**config.mk**
```make
export PLATFORM = sky130hd
export DESIGN_NAME = uart_transmitter
export DESIGN_NICKNAME = d
export VERILOG_FILES = /design/src/rtl/uart_pkg.sv /design/src/rtl/baud_controller.sv /design/src/rtl/uart_transmitter.sv
export SDC_FILE = /design/constraint.sdc
export NUM_CORES = 1
export LEC_CHECK = 0
export BUFFER_PORTS_ARGS = -buffer_cell sky130_fd_sc_hd__buf_2
export CAP_MARGIN = 20
export CORE_MARGIN = 2
export CORE_UTILIZATION = 58
export CTS_CLUSTER_DIAMETER = 80
export DETAILED_ROUTE_END_ITERATION = 8
export PLACE_DENSITY = 0.77
export SYNTH_ARGS = -nofsm -noshare
export SYNTH_HDL_FRONTEND = slang
export SYNTH_SLANG_ARGS = --single-unit
```
**constraint.sdc**
```tcl
create_clock -name clk -period 4.2 [get_ports clk]
set_clock_uncertainty 0.1 [all_clocks]
set_input_delay 0.42 -clock clk [delete_from_list [all_inputs] [get_ports clk]]
set_output_delay 0.42 -clock clk [all_outputs]
set_load 0.02 [all_outputs]
```
**src/rtl/uart_pkg.sv**
```systemverilog
// Shared UART definitions: FSM encoding, frame geometry and the baud divisor table.
// Used by both the transmitter and the receiver side.
package uart_pkg;

  typedef enum logic [2:0] {
    StIdle,
    StStart,
    StData,
    StParity,
    StStop
  } uart_state_e;

  localparam int unsigned OVERSAMPLE = 16;
  localparam int unsigned FRAME_BITS = 11;
  localparam int unsigned DivW       = 14;

  // clk cycles per oversample tick at 50 MHz, indexed by baud_select
  localparam logic [DivW-1:0] DIVISOR_TABLE [8] = '{
    14'd10417, 14'd2604, 14'd651, 14'd326, 14'd163, 14'd81, 14'd54, 14'd27
  };

  function automatic logic [DivW-1:0] baud_divisor(input logic [2:0] sel);
    return DIVISOR_TABLE[sel];
  endfunction

endpackage

```
**src/rtl/baud_controller.sv**
```systemverilog
// Oversample tick generator: one-cycle Tx_sample_ENABLE every divisor clk cycles.
// restart zeroes the count so the following tick lands a full divisor later.
module baud_controller
  import uart_pkg::*;
(
  input  logic       clk,
  input  logic       reset,
  input  logic       restart,
  input  logic [2:0] baud_select,
  output logic       Tx_sample_ENABLE
);

  logic [DivW-1:0] cnt_q, cnt_d, div;
  logic            wrap;

  always_comb begin
    div              = baud_divisor(baud_select);
    wrap             = (cnt_q >= div - DivW'(1));
    cnt_d            = (restart || wrap) ? '0 : cnt_q + DivW'(1);
    Tx_sample_ENABLE = wrap && !restart;
  end

  always_ff @(posedge clk or posedge reset) begin
    if (reset) begin
      cnt_q <= '0;
    end else begin
      cnt_q <= cnt_d;
    end
  end

endmodule

```
**src/rtl/uart_transmitter.sv**
```systemverilog
// UART transmitter: start, 8 data bits LSB first, parity, stop; 16 ticks per bit.
// Data, rate and parity are captured on acceptance so the frame in flight is immune to input changes.
module uart_transmitter
  import uart_pkg::*;
#(
  parameter bit PARITY_ODD = 1'b0
) (
  input  logic       clk,
  input  logic       reset,
  input  logic       Tx_EN,
  input  logic       Tx_WR,
  input  logic [7:0] Tx_DATA,
  input  logic [2:0] baud_select,
  output logic       TxD,
  output logic       Tx_BUSY
);

  localparam logic [3:0] TickLast = 4'(OVERSAMPLE - 1);

  uart_state_e state_q, state_d;
  logic [3:0]  tick_cnt_q, tick_cnt_d;
  logic [2:0]  bit_cnt_q, bit_cnt_d;
  logic [7:0]  shift_q, shift_d;
  logic        parity_q, parity_d;
  logic [2:0]  baud_sel_q, baud_sel_d;
  logic        txd_q, txd_d;
  logic        restart, tick, bit_done, accept;

  baud_controller u_baud (
    .clk              (clk),
    .reset            (reset),
    .restart          (restart),
    .baud_select      (baud_sel_q),
    .Tx_sample_ENABLE (tick)
  );

  always_comb begin
    state_d    = state_q;
    tick_cnt_d = tick_cnt_q;
    bit_cnt_d  = bit_cnt_q;
    shift_d    = shift_q;
    parity_d   = parity_q;
    baud_sel_d = baud_sel_q;
    txd_d      = txd_q;
    restart    = 1'b0;
    accept     = Tx_WR && Tx_EN && (state_q == StIdle);
    bit_done   = tick && (tick_cnt_q == TickLast);

    if (state_q != StIdle && !Tx_EN) begin
      // Losing the enable abandons the frame and returns the line to idle at once
      state_d    = StIdle;
      tick_cnt_d = '0;
      bit_cnt_d  = '0;
      txd_d      = 1'b1;
    end else begin
      if (state_q != StIdle && tick) begin
        tick_cnt_d = tick_cnt_q + 4'd1;
      end
      unique case (state_q)
        StIdle: begin
          txd_d = 1'b1;
          if (accept) begin
            shift_d    = Tx_DATA;
            parity_d   = (^Tx_DATA) ^ PARITY_ODD;
            baud_sel_d = baud_select;
            restart    = 1'b1;
            tick_cnt_d = '0;
            bit_cnt_d  = '0;
            txd_d      = 1'b0;
            state_d    = StStart;
          end
        end
        StStart: begin
          if (bit_done) begin
            state_d   = StData;
            bit_cnt_d = '0;
            txd_d     = shift_q[0];
          end
        end
        StData: begin
          if (bit_done) begin
            if (bit_cnt_q == 3'd7) begin
              state_d = StParity;
              txd_d   = parity_q;
            end else begin
              bit_cnt_d = bit_cnt_q + 3'd1;
              shift_d   = shift_q >> 1;
              txd_d     = shift_q[1];
            end
          end
        end
        StParity: begin
          if (bit_done) begin
            state_d = StStop;
            txd_d   = 1'b1;
          end
        end
        StStop: begin
          if (bit_done) begin
            state_d = StIdle;
            txd_d   = 1'b1;
          end
        end
        default: begin
          state_d = StIdle;
          txd_d   = 1'b1;
        end
      endcase
    end
  end

  always_ff @(posedge clk or posedge reset) begin
    if (reset) begin
      state_q    <= StIdle;
      tick_cnt_q <= '0;
      bit_cnt_q  <= '0;
      shift_q    <= '0;
      parity_q   <= 1'b0;
      baud_sel_q <= '0;
      txd_q      <= 1'b1;
    end else begin
      state_q    <= state_d;
      tick_cnt_q <= tick_cnt_d;
      bit_cnt_q  <= bit_cnt_d;
      shift_q    <= shift_d;
      parity_q   <= parity_d;
      baud_sel_q <= baud_sel_d;
      txd_q      <= txd_d;
    end
  end

  assign TxD     = txd_q;
  assign Tx_BUSY = (state_q != StIdle);

endmodule
```
# Yosys cells after proc, flatten, opt, wreduce, memory -nomap -nowiden
# Memories as Yosys holds them, arrays and structs flattened.
# Index checks and enable logic that the tools add are counted.
# word_totals
register_bits	37
romBits	112
input_bits	15
output_inout_bits	2
mem_count	1
# mem_list
memory	words	word_bits	rd	rd_ports_with_merged_regs	write_ports	line_no	text
(no name shown)	8	14	1	0	0	uart_pkg.sv:23	return DIVISOR_TABLE[sel];
# classes
add_sub_neg	4
order_cmp	2
n_eq_ne	17
mux	34
bitwise_logic	2
n_reduce_logical	20
# op_table
operator	n
2-to-1 mux 14 bit	3
2-to-1 mux 3 bit	11
2-to-1 mux 8 bit	3
!= test 3 bit, second input constant	6
2-to-1 mux 4 bit	4
case mux 8 bit (2 select lines)	1
case mux 3 bit (5 select lines)	1
adder 14 x 1 -> 14 bit, second input constant	1
greater-or-equal comparator 14 bit	1
subtractor 14 x 1 -> 14 bit, second input constant	1
AND reduction 5 bit	2
2-to-1 mux 1 bit	9
case mux 3 bit (3 select lines)	1
parity 8 bit	1
equality test 3 x 2 -> 1 bit, second input constant	2
equality test 3 bit, second input constant	2
logical AND 1 bit	6
!= test 2 bit, second input constant	3
AND reduction 3 bit	2
AND reduction 6 bit	1
adder 4 x 1 -> 4 bit, second input constant	1
equality test 4 bit, second input constant	1
greater-or-equal comparator 4 bit, second input constant	1
NOT 3 -> 4 bit	1
other kinds (13)	14

# Longest topological paths before layout
# depth
ltp_word	12
mapped_depth	16

# By module
# From an unflattened synthesis, not the netlist that was laid out.
# hier_totals
hier_cells	269
area_unflattened_um2	2768.9
# by_module_without_submodules
mod	n_inst	cells_each	area_each_um2
uart_transmitter	1	122	1412.6
baud_controller	1	147	1356.3

# Least setup slack after synthesis
# No wires, ideal clock.
# synth_path
path_type	reg-to-reg
from	register baud_sel_q[0]
to	register shift_q[0]
t_arrival_ps	3020
path_slack_ps	961
stages_incl_launch_ff	17
n_path_buf	1
period_less_slack_ps	3239
cell_sequence	dfrtp_1 -> inv_1 -> ha_1 -> nand2_1 -> o21ai_0 -> ha_1 -> o21ai_0 -> nor3b_2 -> nand3_1 -> ha_1 -> nand4_4 -> nor3_4 -> o31a_2 -> o211ai_2 -> buf_2 -> o22a_1 -> o21a_1
# synth_between
elab_chain_len	10
# synth_lines
element	line_no	text
start, declared	uart_transmitter.sv:25	logic [2:0] baud_sel_q, baud_sel_d;
start signal, assigned	uart_transmitter.sv:127	baud_sel_q <= baud_sel_d;
NOT 3 -> 4 bit (implied by the code)	uart_pkg.sv:23	
memory read (8 x 14 bit)	n/a	
2-to-1 mux 14 bit (implied by the code) (2 in a row)	uart_pkg.sv:23	
subtractor 14 x 1 -> 14 bit	baud_controller.sv:18	wrap = (cnt_q >= div - DivW'(1));
greater-or-equal comparator 14 bit	baud_controller.sv:18	
logical AND 1 bit	baud_controller.sv:20	Tx_sample_ENABLE = wrap && !restart;
logical AND 1 bit	uart_transmitter.sv:47	bit_done = tick && (tick_cnt_q == TickLast);
!= test 2 bit (no source line)	n/a	
AND reduction 5 bit (no source line)	n/a	
end signal, assigned	uart_transmitter.sv:125	shift_q <= shift_d;
end, declared	uart_transmitter.sv:23	logic [7:0] shift_q, shift_d;
# Every way passes these cells. The select of a mux whose other input is x is not followed.
# A chain may end at the register's enable or synchronous reset.

# Final worst setup path
# layout_path
from	register baud_sel_q[0]
to	register shift_q[3]
# The elaborated chain is that of the path after synthesis.

==> metrics.yaml <==
synth_common_cells: "dfrtp_1, nand2_1, nor2_1, ha_1, nand3_1"
numCtsBuffers: 5
wl_per_cell_um: 14.4
postCtsHoldBufs: 0
ant_nets: 0
yosysTopAreaCell: "dfrtp_1"
netlist_instances: 274
p_seq_share_pct: 41.8
required_ns: 4.29
tns_ns: 0
setup_viol: 0
layout.nets: 330
yosysWarnings: 0
gp_congestion: 0.902
p_switching_mw: 0.409
grt_pass1_vias: 1944
final_layout_size_suffix_gt1_share_pct: 15.5
rr_endpoint: "shift_q[3]"
drtPass1Iterations: 6
cp_slowest_cell: "dfrtp_1"
fin_crit_sh_pct: 90.1
p_int_mw: 0.701
hold_path.class: "primary input to asynchronous set/reset pin"
relSlewSlack_pct: 58.1
clkPwrFrac_pct: 23.9
grt_max_degree: 23
start_util_pct: 59.5
synthAdderAreaFrac_pct: 12.2
status: "finished clean"
p_leak_nw: 1.28
synthArstFlopShare_pct: 100
drc: 0
synthFlopType: "dfrtp_1"
reg2reg_slack_ns: 0.41
core_area_um2: 4320
syn-cell-area_um2: 2570
ys_types: 48
diodes: 0
clkSinkCount: 37
yosysMostFrequentCell: "dfrtp_1"
cp-end-kind: "flip-flop"
die_h_um: 70.6
fillers: 359
path_max_fanout: 12
max_freq_mhz: 264
placed_area_um2: 2690
synth_mux_area_share_pct: 2.92
grt_use_total_pct: 21.8
crit_type: "flip-flop to flip-flop"
cp.arrival_ns: 3.88
synth_edf_count: 0
overflow: 0
htreeDepth: 2
combPwrFrac_pct: 34.2
cp.depth: 15
routed_wl_um: 4930
cp_cell_sequence: "inv_1 > ha_1 > nand2_1 > o21ai_0 > ha_1 > o21ai_0 > nor3b_2 > nand3_1 > ha_1 > nand4_4 > o221ai_2 > a21o_1 > o211ai_4 > nand2_1 > o21a_1"
synth_top_area_share_pct: 35.0
worst_pin_slew_ns: 0.628
yosys-top-cells-area: "dfrtp_1, ha_1, xor2_1, nand2_1, xnor2_1"
clk_pin_slew_ns: 0.08
fin_cells: 343
clk_path_buf_depth: 2
syn-num-nets: 314
critPathMaxStageDelay_ns: 0.47
hold_ws_ns: 0.0959
rows: 24
synth-simple-area-share_pct: 19.1
fin_area_um2: 2790
fin_ws_ns: 0.414
drt_iter0_markers: 83
fin_crit_ns: 3.79
hold_viol: 0
die_area_um2: 4980
crit_path_start_kind: "flip-flop"
avgSynthCellArea_um2: 9.39
place_inst: 335
cts_tree: "done"
dr_total_vias: 2009
die_x_um: 70.6
dp_slack_ns: 0.343
cp_top_family: "compound AO/OA/AOI/OAI gates"
pin_count: 17
critPathBufInv: 1
antenna_found_initial: 0
synth-xor-area-share_pct: 8.85
cap_violations: 0
rsz0062_at_grt: "no"
rr_worst_depth: 15
synth_seq_area_share_pct: 36.0
switching_share_pct: 36.8
cp_common_cell: "ha_1"
vdd_drop_max_mv: 0.234
vias_per_cell: 5.86
drv_slew: 0
cts-root-buf: "clkbuf_8"
grt_pass1_wl_um: 8740
clkLatencyLatePin_ns: 0.30
rr_startpoint: "baud_sel_q[0]"
synth_top_family_by_area: "simple AND/OR/NAND/NOR gates"
hpwl_um: 3760
port_buffers: 16
ys_ff_latch: 37
synth_compound_area_share_pct: 17.4
area_delta_synth_final_pct: 8.46
cellPowerDensity_nw_per_um2: 398
logic make-up after synthesis:
kind of cell	count (synthesis)
XOR/XNOR	26
multiplexers	7
AO/OA/AOI/OAI	60
buffers and inverters	22
adder cells (fa/ha/maj)	25
flip-flops	37
AND/OR/NAND/NOR	97
stage by stage:
stage | util (%) | power [mW]
6_report | 64.5 | 1.11
5_1_grt | 64.5 | 1.19
4_1_cts | 64.3 | 1.12
3_5_place_dp | 62.1 | 0.851
3_3_place_gp | 62.1 | 0.841
2_1_floorplan | - | 0.764
per-layer routing:
metal | GRT usage (%) | vias up | routed length (um)
li1 | - | 1001 | -
met1 | 27.8 | 979 | 2280
met2 | 37.2 | 22 | 2460
met3 | 4.27 | 7 | 117
met4 | 8.18 | 0 | 74
met5 | 0 | - | 0
placed cells by master (no fill, tap or decap), drive strengths merged, types with 2 or more instances in the layout:
cell type | Yosys | layout
inv | 14 | 14
mux2i | 3 | 3
clkinv | 0 | 2
xnor2 | 12 | 12
dfrtp | 36 | 36
nand2 | 32 | 32
nand4b | 2 | 2
ha | 25 | 25
nor2b | 2 | 2
o21ai | 15 | 15
nor3 | 3 | 3
nand3 | 17 | 17
mux2 | 4 | 4
o221ai | 3 | 3
nand4 | 5 | 5
nor2 | 26 | 26
nor3b | 3 | 3
a21oi | 15 | 15
buf | 6 | 17
o21a | 7 | 7
clkbuf | 2 | 6
a2bb2oi | 2 | 2
o211ai | 3 | 3
xor2 | 14 | 14
o22a | 7 | 7
o31a | 2 | 2
nand2b | 2 | 2
and3 | 2 | 2
power by group through the flow:
stage / clock network, mW / logic (mW) / registers [mW]
floorplan: 0 / 0.313 / 0.452
global placement: 0 / 0.370 / 0.470
detailed placement: 0 / 0.381 / 0.471
CTS: 0.273 / 0.382 / 0.464
global route: 0.285 / 0.436 / 0.473
finish: 0.266 / 0.380 / 0.464
state kept, by name, indices dropped and copies added, names as in the netlist:
name / cells
TxD: 1
baud_sel_q: 3
bit_cnt_q: 3
u_baud.cnt_q: 14
state_q: 3
parity_q: 1
tick_cnt_q: 4
shift_q: 8
how the worst max path moves through the flow:
stage | slack (ns) | endpoint | startpoint
2_1_floorplan | 0.96 | shift_q[0] | baud_sel_q[0]
3_3_place_gp | 0.52 | shift_q[4] | baud_sel_q[0]
3_5_place_dp | 0.34 | shift_q[4] | baud_sel_q[0]
4_1_cts | 0.30 | shift_q[4] | baud_sel_q[0]
5_1_grt | 0.13 | shift_q[4] | baud_sel_q[0]
6_report | 0.41 | shift_q[3] | baud_sel_q[0]
worst reg2reg max path, stage by stage (launching register included):
cell and delay [ns]:
dfrtp_1 0.47, inv_1 0.17, ha_1 0.18, nand2_1 0.05, o21ai_0 0.15, ha_1 0.25
o21ai_0 0.17, nor3b_2 0.36, nand3_1 0.12, ha_1 0.33, nand4_4 0.14, o221ai_2 0.14
a21o_1 0.22, o211ai_4 0.37, nand2_1 0.24, o21a_1 0.23
area by class of cell:
cell class	count	area, um^2	share of cell area [%]
Sequential cell	37	927	33.2
Clock inverter	2	13.8	0.493
Clock buffer	6	82.6	2.96
Inverter	14	52.6	1.88
Tap cell	52	65.1	2.33
Timing Repair Buffer	17	87.6	3.14
Multi-Input combinational cell	215	1560	56.0
timing repair:
action                                  CTS  global route
gates resized for setup                   0             1
buffers inserted                          0             0
endpoints found under the setup margin    0             4
(Power assumes the default switching activity.)
